### src/rtl/cnt_mmss_down_if.sv
// Control, preset and display bundle of the mm:ss countdown timer.
// master drives controls/preset and observes the count; slave is the timer.
interface cnt_mmss_down_if;
    logic       tick;
    logic       load;
    logic       start;
    logic       stop;
    logic [2:0] set_mup;
    logic [3:0] set_mlow;
    logic [2:0] set_sup;
    logic [3:0] set_slow;
    logic [2:0] min_up;
    logic [3:0] min_low;
    logic [2:0] sec_up;
    logic [3:0] sec_low;
    logic       running;
    logic       done;
    logic       expire;

    modport master (
        output tick, load, start, stop,
        output set_mup, set_mlow, set_sup, set_slow,
        input  min_up, min_low, sec_up, sec_low,
        input  running, done, expire
    );

    modport slave (
        input  tick, load, start, stop,
        input  set_mup, set_mlow, set_sup, set_slow,
        output min_up, min_low, sec_up, sec_low,
        output running, done, expire
    );
endinterface

### src/rtl/cnt_mmss_down.sv
// mm:ss BCD countdown timer: load/start/stop control, one decrement per tick in RUN, expiry flag.
// Optional AUTORELOAD_EN: expiry reloads the preset and keeps running instead of entering DONE.
module cnt_mmss_down #(
    parameter logic [7:0] PRESET_MIN = 8'h05,
    parameter logic [7:0] PRESET_SEC = 8'h00
) (
    input  logic             CLK,
    input  logic             RST,
    cnt_mmss_down_if.slave   bus
);

    typedef struct packed {
        logic [2:0] mu;
        logic [3:0] ml;
        logic [2:0] su;
        logic [3:0] sl;
    } mmss_t;

    typedef enum logic [1:0] {
        S_IDLE  = 2'd0,
        S_RUN   = 2'd1,
        S_PAUSE = 2'd2,
        S_DONE  = 2'd3
    } state_t;

    function automatic logic [2:0] clamp_up(input logic [3:0] d);
        return (d > 4'd5) ? 3'd5 : d[2:0];
    endfunction

    function automatic logic [3:0] clamp_low(input logic [3:0] d);
        return (d > 4'd9) ? 4'd9 : d;
    endfunction

    localparam mmss_t RST_PRESET = {clamp_up(PRESET_MIN[7:4]), clamp_low(PRESET_MIN[3:0]),
                                    clamp_up(PRESET_SEC[7:4]), clamp_low(PRESET_SEC[3:0])};
    localparam mmss_t ONE_SEC    = {3'd0, 4'd0, 3'd0, 4'd1};

    state_t r_state, w_state_nxt;
    mmss_t  r_count, w_count_nxt;
    mmss_t  r_preset, w_preset_nxt;
    logic   r_expire, w_expire_nxt;

    mmss_t  w_set;
    mmss_t  w_dec;
    logic   w_zero;
    logic   w_last;

    assign w_set  = {clamp_up({1'b0, bus.set_mup}), clamp_low(bus.set_mlow),
                     clamp_up({1'b0, bus.set_sup}), clamp_low(bus.set_slow)};
    assign w_zero = (r_count == '0);
    assign w_last = (r_count == ONE_SEC);

    // BCD borrow chain; saturates at 00:00 so the count can never wrap.
    always_comb begin
        w_dec = r_count;
        if (!w_zero) begin
            if (r_count.sl != 4'd0) begin
                w_dec.sl = r_count.sl - 4'd1;
            end else begin
                w_dec.sl = 4'd9;
                if (r_count.su != 3'd0) begin
                    w_dec.su = r_count.su - 3'd1;
                end else begin
                    w_dec.su = 3'd5;
                    if (r_count.ml != 4'd0) begin
                        w_dec.ml = r_count.ml - 4'd1;
                    end else begin
                        w_dec.ml = 4'd9;
                        w_dec.mu = r_count.mu - 3'd1;
                    end
                end
            end
        end
    end

    always_comb begin
        w_state_nxt  = r_state;
        w_count_nxt  = r_count;
        w_preset_nxt = r_preset;
        w_expire_nxt = 1'b0;

        if (bus.load) begin
            w_preset_nxt = w_set;
            w_count_nxt  = w_set;
            w_state_nxt  = S_IDLE;
        end else begin
            case (r_state)
                S_IDLE: begin
                    // stop beats start, so a simultaneous pair leaves us idle
                    if (!bus.stop && bus.start) begin
                        if (w_zero) begin
                            w_state_nxt  = S_DONE;
                            w_expire_nxt = 1'b1;
                        end else begin
                            w_state_nxt  = S_RUN;
                        end
                    end
                end
                S_RUN: begin
                    if (bus.tick && w_last) begin
                        w_expire_nxt = 1'b1;
`ifdef AUTORELOAD_EN
                        w_count_nxt  = r_preset;
                        w_state_nxt  = S_RUN;
`else
                        w_count_nxt  = w_dec;
                        w_state_nxt  = S_DONE;
`endif
                    end else begin
                        if (bus.tick) begin
                            w_count_nxt = w_dec;
                        end
                        if (bus.stop) begin
                            w_state_nxt = S_PAUSE;
                        end
                    end
                end
                S_PAUSE: begin
                    if (bus.stop) begin
                        w_state_nxt = S_IDLE;
                        w_count_nxt = r_preset;
                    end else if (bus.start) begin
                        w_state_nxt = S_RUN;
                    end
                end
                S_DONE: begin
                    if (bus.start || bus.stop) begin
                        w_state_nxt = S_IDLE;
                        w_count_nxt = r_preset;
                    end
                end
                default: begin
                    w_state_nxt = S_IDLE;
                    w_count_nxt = r_preset;
                end
            endcase
        end
    end

    always_ff @(posedge CLK or posedge RST) begin
        if (RST) begin
            r_state  <= S_IDLE;
            r_count  <= RST_PRESET;
            r_preset <= RST_PRESET;
            r_expire <= 1'b0;
        end else begin
            r_state  <= w_state_nxt;
            r_count  <= w_count_nxt;
            r_preset <= w_preset_nxt;
            r_expire <= w_expire_nxt;
        end
    end

    assign bus.min_up  = r_count.mu;
    assign bus.min_low = r_count.ml;
    assign bus.sec_up  = r_count.su;
    assign bus.sec_low = r_count.sl;
    assign bus.running = (r_state == S_RUN);
    assign bus.done    = (r_state == S_DONE);
    assign bus.expire  = r_expire;

endmodule

### src/flat_wrapper.sv
// flat-port wrapper written by rule: the top's interface ports become plain ports
module cnt_mmss_down_flat 
#(
    parameter logic [7:0] PRESET_MIN = 8'h05,
    parameter logic [7:0] PRESET_SEC = 8'h00
)
  (CLK, RST, bus_tick, bus_load, bus_start, bus_stop, bus_set_mup, bus_set_mlow, bus_set_sup, bus_set_slow, bus_min_up, bus_min_low, bus_sec_up, bus_sec_low, bus_running, bus_done, bus_expire);
  cnt_mmss_down_if bus_i ();
  input  logic CLK;
  input  logic RST;
  input wire logic [$bits(bus_i.tick)-1:0] bus_tick;
  input wire logic [$bits(bus_i.load)-1:0] bus_load;
  input wire logic [$bits(bus_i.start)-1:0] bus_start;
  input wire logic [$bits(bus_i.stop)-1:0] bus_stop;
  input wire logic [$bits(bus_i.set_mup)-1:0] bus_set_mup;
  input wire logic [$bits(bus_i.set_mlow)-1:0] bus_set_mlow;
  input wire logic [$bits(bus_i.set_sup)-1:0] bus_set_sup;
  input wire logic [$bits(bus_i.set_slow)-1:0] bus_set_slow;
  output wire logic [$bits(bus_i.min_up)-1:0] bus_min_up;
  output wire logic [$bits(bus_i.min_low)-1:0] bus_min_low;
  output wire logic [$bits(bus_i.sec_up)-1:0] bus_sec_up;
  output wire logic [$bits(bus_i.sec_low)-1:0] bus_sec_low;
  output wire logic [$bits(bus_i.running)-1:0] bus_running;
  output wire logic [$bits(bus_i.done)-1:0] bus_done;
  output wire logic [$bits(bus_i.expire)-1:0] bus_expire;
  assign bus_i.tick = bus_tick;
  assign bus_i.load = bus_load;
  assign bus_i.start = bus_start;
  assign bus_i.stop = bus_stop;
  assign bus_i.set_mup = bus_set_mup;
  assign bus_i.set_mlow = bus_set_mlow;
  assign bus_i.set_sup = bus_set_sup;
  assign bus_i.set_slow = bus_set_slow;
  assign bus_min_up = bus_i.min_up;
  assign bus_min_low = bus_i.min_low;
  assign bus_sec_up = bus_i.sec_up;
  assign bus_sec_low = bus_i.sec_low;
  assign bus_running = bus_i.running;
  assign bus_done = bus_i.done;
  assign bus_expire = bus_i.expire;
  cnt_mmss_down #(.PRESET_MIN(PRESET_MIN), .PRESET_SEC(PRESET_SEC)) u_core (.CLK(CLK), .RST(RST), .bus(bus_i));
endmodule
### config.mk
export PLATFORM = sky130hd
export DESIGN_NAME = cnt_mmss_down_flat
export DESIGN_NICKNAME = d
export VERILOG_FILES = /design/src/rtl/cnt_mmss_down_if.sv /design/src/rtl/cnt_mmss_down.sv /design/src/flat_wrapper.sv
export SDC_FILE = /design/constraint.sdc
export NUM_CORES = 1
export LEC_CHECK = 0
export CAP_MARGIN = 20
export CORE_MARGIN = 4
export CORE_UTILIZATION = 46
export CTS_CLUSTER_DIAMETER = 120
export DETAILED_ROUTE_END_ITERATION = 10
export PLACE_DENSITY = 0.79
export REMOVE_ABC_BUFFERS = 1
export SETUP_SLACK_MARGIN = 0.05
export SLEW_MARGIN = 20
export SYNTH_ARGS = -nofsm -noshare
export SYNTH_HDL_FRONTEND = slang
export SYNTH_SLANG_ARGS = --single-unit
### constraint.sdc
create_clock -name CLK -period 2 [get_ports CLK]
set_clock_uncertainty 0.1 [all_clocks]
set_input_delay 0.3 -clock CLK [delete_from_list [all_inputs] [get_ports CLK]]
set_output_delay 0.3 -clock CLK [all_outputs]
set_load 0.005 [all_outputs]
==> impl_metrics.yaml <==
power_and_ir_drop:
  p_per_area_mw_per_mm2: 992.8
  ir_drop_mv: 0.6244
  p_leak_nw: 1.165
  totalPowerFinal_mw: 2.637
worst_setup_path:
  arrival_ps: 2060
  crit_path_max_fanout: 6
  crit_chain: "nor4_4 -> nand4_1 -> o2111ai_4 -> buf_6 -> a21oi_4 -> mux2_4"
  start_kind: "flip-flop"
  cp.required_ps: 2060
  critPathKind: "reg2reg"
  slowest_stage: "dfrtp_1"
  critPathMaxStageDelay_ps: 410
  end_kind: "flip-flop"
timing:
  worst_slew_pin_slew_ps: 450.2
  finalCriticalPeriod_ps: 1994
  hold_violations: 0
  rsz0062_at_grt: "yes"
  max_slew_margin_pct: 69.71
  hold-worst-slack_ps: 305.6
  setup_slack_ps: 5.839
  slew_viol_final: 0
  setup_viol: 0
  max_freq_ghz: 0.5015
  fin_crit_sh_pct: 99.71
clock_network:
  clk_latency_ps: 280
  holdBufCountCts: 0
  cts_buffer_depth: 2
  cts.htree.levels: 2
  clock_tree.root_cell: "clkbuf_8"
  clkTransAtPathRegs_ps: 70
  cts_sinks: 31
  cts_buffers: 5
  cts_tree: "built"
detailed_routing:
  vias: 1724
  drc_errors: 0
  first_pass_iters: 5
  ant_nets: 0
  wl_um: 4861
  drt-initial-drc-count: 125
  wl_per_cell_um: 15.33
  vias_per_cell: 5.438
layout:
  seq_area_um2: 782.0
  final_util_pct: 71.48
  fillerInstances: 286
  fin_nets: 289
  drive_gt1_share_pct: 26.77
  area_delta_synth_final_pct: 47.53
  diodes: 0
  multi_input_area_mm2: 0.001021
  fin_cells: 317
floorplan:
  die_height_um: 70.56
  start_util_pct: 48.45
  core_mm2: 0.003716
  num_io_pins: 37
  row_count: 22
  die_w_um: 70.56
  die-area_mm2: 0.004979
yosys:
  netlist_area_mm2: 0.001800
  ys_seq_area_share_pct: 43.36
  synth_area_leaders: "dfrtp_1 38%, o21ai_0 6.4%, dfstp_2 5.8%, mux2_1 5.6%, nor2_1 4.2%"
  yosys_warnings: 0
  synth_top_area_cell: "dfrtp_1"
  yosys_register_bits: 31
  yosysMostFrequentCell: "dfrtp_1"
  netlist.area_leader.share_pct: 37.53
  synth_edf_count: 0
  syn_avg_cell_area_um2: 9.186
  ys_types: 48
  async_reset_ff_share_pct: 100.0
  synth_ff_type: "dfrtp_1"
  ys_top_cells_by_count: "27 x dfrtp_1, 23 x o21ai_0, 20 x nor2_1"
  synthCells: 196
global_routing:
  grt_max_degree: 32
  antenna_found_initial: 0
  gr-total-overflow: 0
  grt_pass1_vias: 1799
  grt_pass1_wl_um: 7948
  grtUsageTotal_pct: 19.55
placement:
  dp.cells: 306
  post-place-ws_ps: -214.7
  dp_hpwl_um: 3366
  port_buffers: 36
  gp_congestion: 0.8249
flow_run:
  drv_cap: 0
hold_path:
  worst_hold_path_type: "in2async"
status:
  status: "finished, final reports clean"
[metal layers]
layer / global-route usage [%] / vias to the layer above / routed length (µm)
li1: - / 838 / -
met1: 24.48 / 829 / 2172
met2: 33.58 / 53 / 2415
met3: 4.972 / 4 / 260
met4: 5.428 / 0 / 12
met5: 0 / - / 0
[registers in the layout (all words and copies together), names as in the netlist]
name	count
u_core.bus.expire	1
u_core.bus.min_low	4
u_core.bus.min_up	3
u_core.bus.sec_low	4
u_core.bus.sec_up	3
u_core.r_preset	14
u_core.r_state	2
[timing repair]
| item | CTS | global route |
|---|---|---|
| setup endpoints to repair | 13 | 12 |
| pin swaps | 8 | 3 |
| setup buffers | 2 | 1 |
| resized for setup | 16 | 7 |
[worst paths after layout]
kind | startpoint | end | slack (ps) | cells past startpoint
max in group asynchronous | RST | u_core.bus.min_low[2] | 1170 | 3
min in group CLK | u_core.r_preset[9] | u_core.r_preset[9] | 370 | 2
max | u_core.bus.min_up[2] | u_core.bus.sec_up[0] | 6 | 6
max reg2reg | u_core.bus.min_up[2] | u_core.bus.sec_up[0] | 6 | 6
min reg2reg | u_core.r_preset[9] | u_core.r_preset[9] | 370 | 2
min | RST | u_core.bus.min_low[1] | 310 | 3
[cells in the final DEF (no fill, tap or decap), types with 3 or more instances in the layout]
cell and n:
inv_1 17, clkbuf_8 5, mux2i_1 4, a21oi_1 13
o21a_1 5, clkdlybuf4s50_1 35, dfstp_2 4, dfrtp_1 26
nor2_1 19, o21ai_0 23, nand2_1 15, buf_4 35
a21oi_4 3, nand3b_1 3, mux2_4 8, a22o_1 3
[layout make-up]
cell class,count,area share (%)
Clock inverter,1,0.1884
Multi-Input combinational cell,140,38.44
Clock buffer,7,2.873
Inverter,17,2.402
Tap cell,48,2.261
Timing Repair Buffer,73,24.40
Sequential cell,31,29.44
[through the flow]
step	instance area, µm²	TNS [ps]
2_1_floorplan	1768	-131.8
3_3_place_gp	2444	-1349
3_5_place_dp	2444	-1882
4_1_cts	2619	0
5_1_grt	2656	-158.6
6_report	2656	0
[logic make-up after synthesis]
| kind of cell | count (synthesis) | share of synthesized area (%) |
|---|---|---|
| compound gates | 64 | 23.84 |
| xor+xnor | 2 | 0.9731 |
| fa+ha+maj | 1 | 0.6948 |
| buf+inv | 25 | 5.351 |
| flops | 31 | 43.36 |
| mux | 14 | 8.478 |
| simple gates | 59 | 17.30 |
[worst max-delay path, delay by kind of cell (launching register included)]
kind                   cells  cell delay [ps]
AOI/OAI and AO/OA          2              360
buffers and inverters      1              190
muxes                      1              310
DFF                        1              410
and+or+nand+nor            2              510
[power by group]
group / leakage [nW] / internal, mW / switching, mW
Combinational: 0.749 / 0.722 / 0.551
Clock: 0.0422 / 0.244 / 0.227
Sequential: 0.373 / 0.773 / 0.120
Total: 1.16 / 1.74 / 0.898
Power figures use the tool's default switching activity.
==> patch: new RTL, config.mk and constraints unchanged <==
The option `AUTORELOAD_EN` is turned on by a define.
--- a/src/rtl/cnt_mmss_down.sv
+++ b/src/rtl/cnt_mmss_down.sv
@@ -1,5 +1,7 @@
 // mm:ss BCD countdown timer: load/start/stop control, one decrement per tick in RUN, expiry flag.
 // Optional AUTORELOAD_EN: expiry reloads the preset and keeps running instead of entering DONE.
+`define AUTORELOAD_EN
+
 module cnt_mmss_down #(
     parameter logic [7:0] PRESET_MIN = 8'h05,
     parameter logic [7:0] PRESET_SEC = 8'h00
Formal check against the unedited RTL: not equivalent (Yosys sat finds a counterexample within 4 cycles, from zero or initial values and one cycle with RST high).
==> patch against the original RTL <==
- the run now ends with negative setup slack left
- combinational power increased by 100%
- cell area increased by 8.9%
- power increased by 53%
- routed wire length increased by 33%
- global-route usage increased by 3.8 points
- utilization increased by 4.7 points
- hold slack got worse by 0.021 ns
- area after synthesis increased by 3.7%
- sequential cell count unchanged
- worst setup slack got worse by 0.18 ns
- count of clock-buffer cells in the layout unchanged
==> patch: results (changes against the original RTL) <==
run_status:
  status: "finished with violations"
  violations: "negative setup slack"
final_layout:
  final_area_um2: 2890  # +8.9%
  n_all_buffers: 87  # +19%
  nets: 320  # +11%
  layout-drive-gt1-share: 0.310  # +0.0423
  clock_tree_area_fraction: 0.0281  # -0.00250
  nonClkBufAreaFrac: 0.262  # +0.0177
  fill_cells: 259  # -9.4%
  fin_cells: 348  # +9.8%
  inverters: 16  # -1
  diodes: 0  # unchanged
  multi_input_gates: 158  # +13%
  multi_input_area_share: 0.398  # +0.0136
setup_path:
  crit_path_end: "u_core.bus.min_low[1]"
  crit_arrival_ns: 2.31  # +0.25 ns
  reg2reg_from: "u_core.bus.sec_low[2]"
  critPathLaunch: "u_core.bus.sec_low[2]"
floorplanning:
  core_um2: 3800  # +2.2%
timing:
  setup_viol: 7  # +7
  tns_ns: -0.337  # -0.337 ns
  layout_setup_ws_ns: -0.173  # -0.179 ns
  holdWs_ns: 0.285  # -0.0206 ns
  relSlewSlack: 0.738  # +0.0412
route:
  drtIter0Drc: 284  # +130%
  routed_via_density: 6.14  # +13%
  wire_per_inst_um: 18.5  # +21%
global_routing:
  grt_use_total: 0.233  # +0.0379
  grt_pass1_vias: 1985  # +10%
synth:
  yosys-top-cells-area: "dfrtp_1 36%, o21ai_0 5.9%, dfstp_2 5.6%"
  synth_seq_area_share: 0.418  # -0.0154
  synth_cell_types: 54  # +13%
  post_synth.cell_area_avg_um2: 8.76  # -4.6%
  synth_common_cells: "27 x dfrtp_1, 22 x nand2_1, 22 x o21ai_0, 20 x nor2_1, 16 x inv_1"
power_and_ir_drop:
  leakage_nw: 1.26  # +8.2%
  powerComb_w: 0.00254  # +100%
  powerSeq_w: 0.00102  # +14%
  powerClk_w: 0.000486  # +3%
clock_network:
  postCtsSetupBuffers: 4  # +2
  cts_resized: 25  # +9
placement:
  dp_hpwl_um: 3920  # +16%
  place.gp.congestion: 0.883  # +7.0%
  pre_cts_ws_ns: -0.367  # -0.152 ns
  place_area_um2: 2580  # +5.5%
  dp.cells: 333  # +8.8%
==> patch: cell count changes in the layout (fill, tap and decap cells not counted), sizes merged, moves of 3 or more <==
cell | unedited run | this run
nand3 | 1 | 4
o211ai | 0 | 4
buf | 37 | 51
mux2 | 10 | 4
nand2 | 16 | 22
nor3 | 5 | 10
a21oi | 17 | 14
a31oi | 0 | 4
==> patch: cell families (layout without fill, tap and decap cells) <==
group,after synthesis,in the layout,share of synthesized area
AO/OA/AOI/OAI,76,76,0.275
adder cells (fa/ha/maj),1,1,0.00670
buffers and inverters,24,111,0.0529
XOR/XNOR,1,1,0.00469
flip-flops,31,31,0.418
AND/OR/NAND/NOR,74,74,0.208
multiplexers,6,6,0.0349
==> patch: layer usage <==
layer	global-route usage	up-vias	wire, µm
met3	0.0463	25	421
met5	0	-	0
li1	-	958	-
met2	0.387	124	3250
met4	0.127	0	236
met1	0.284	1030	2530
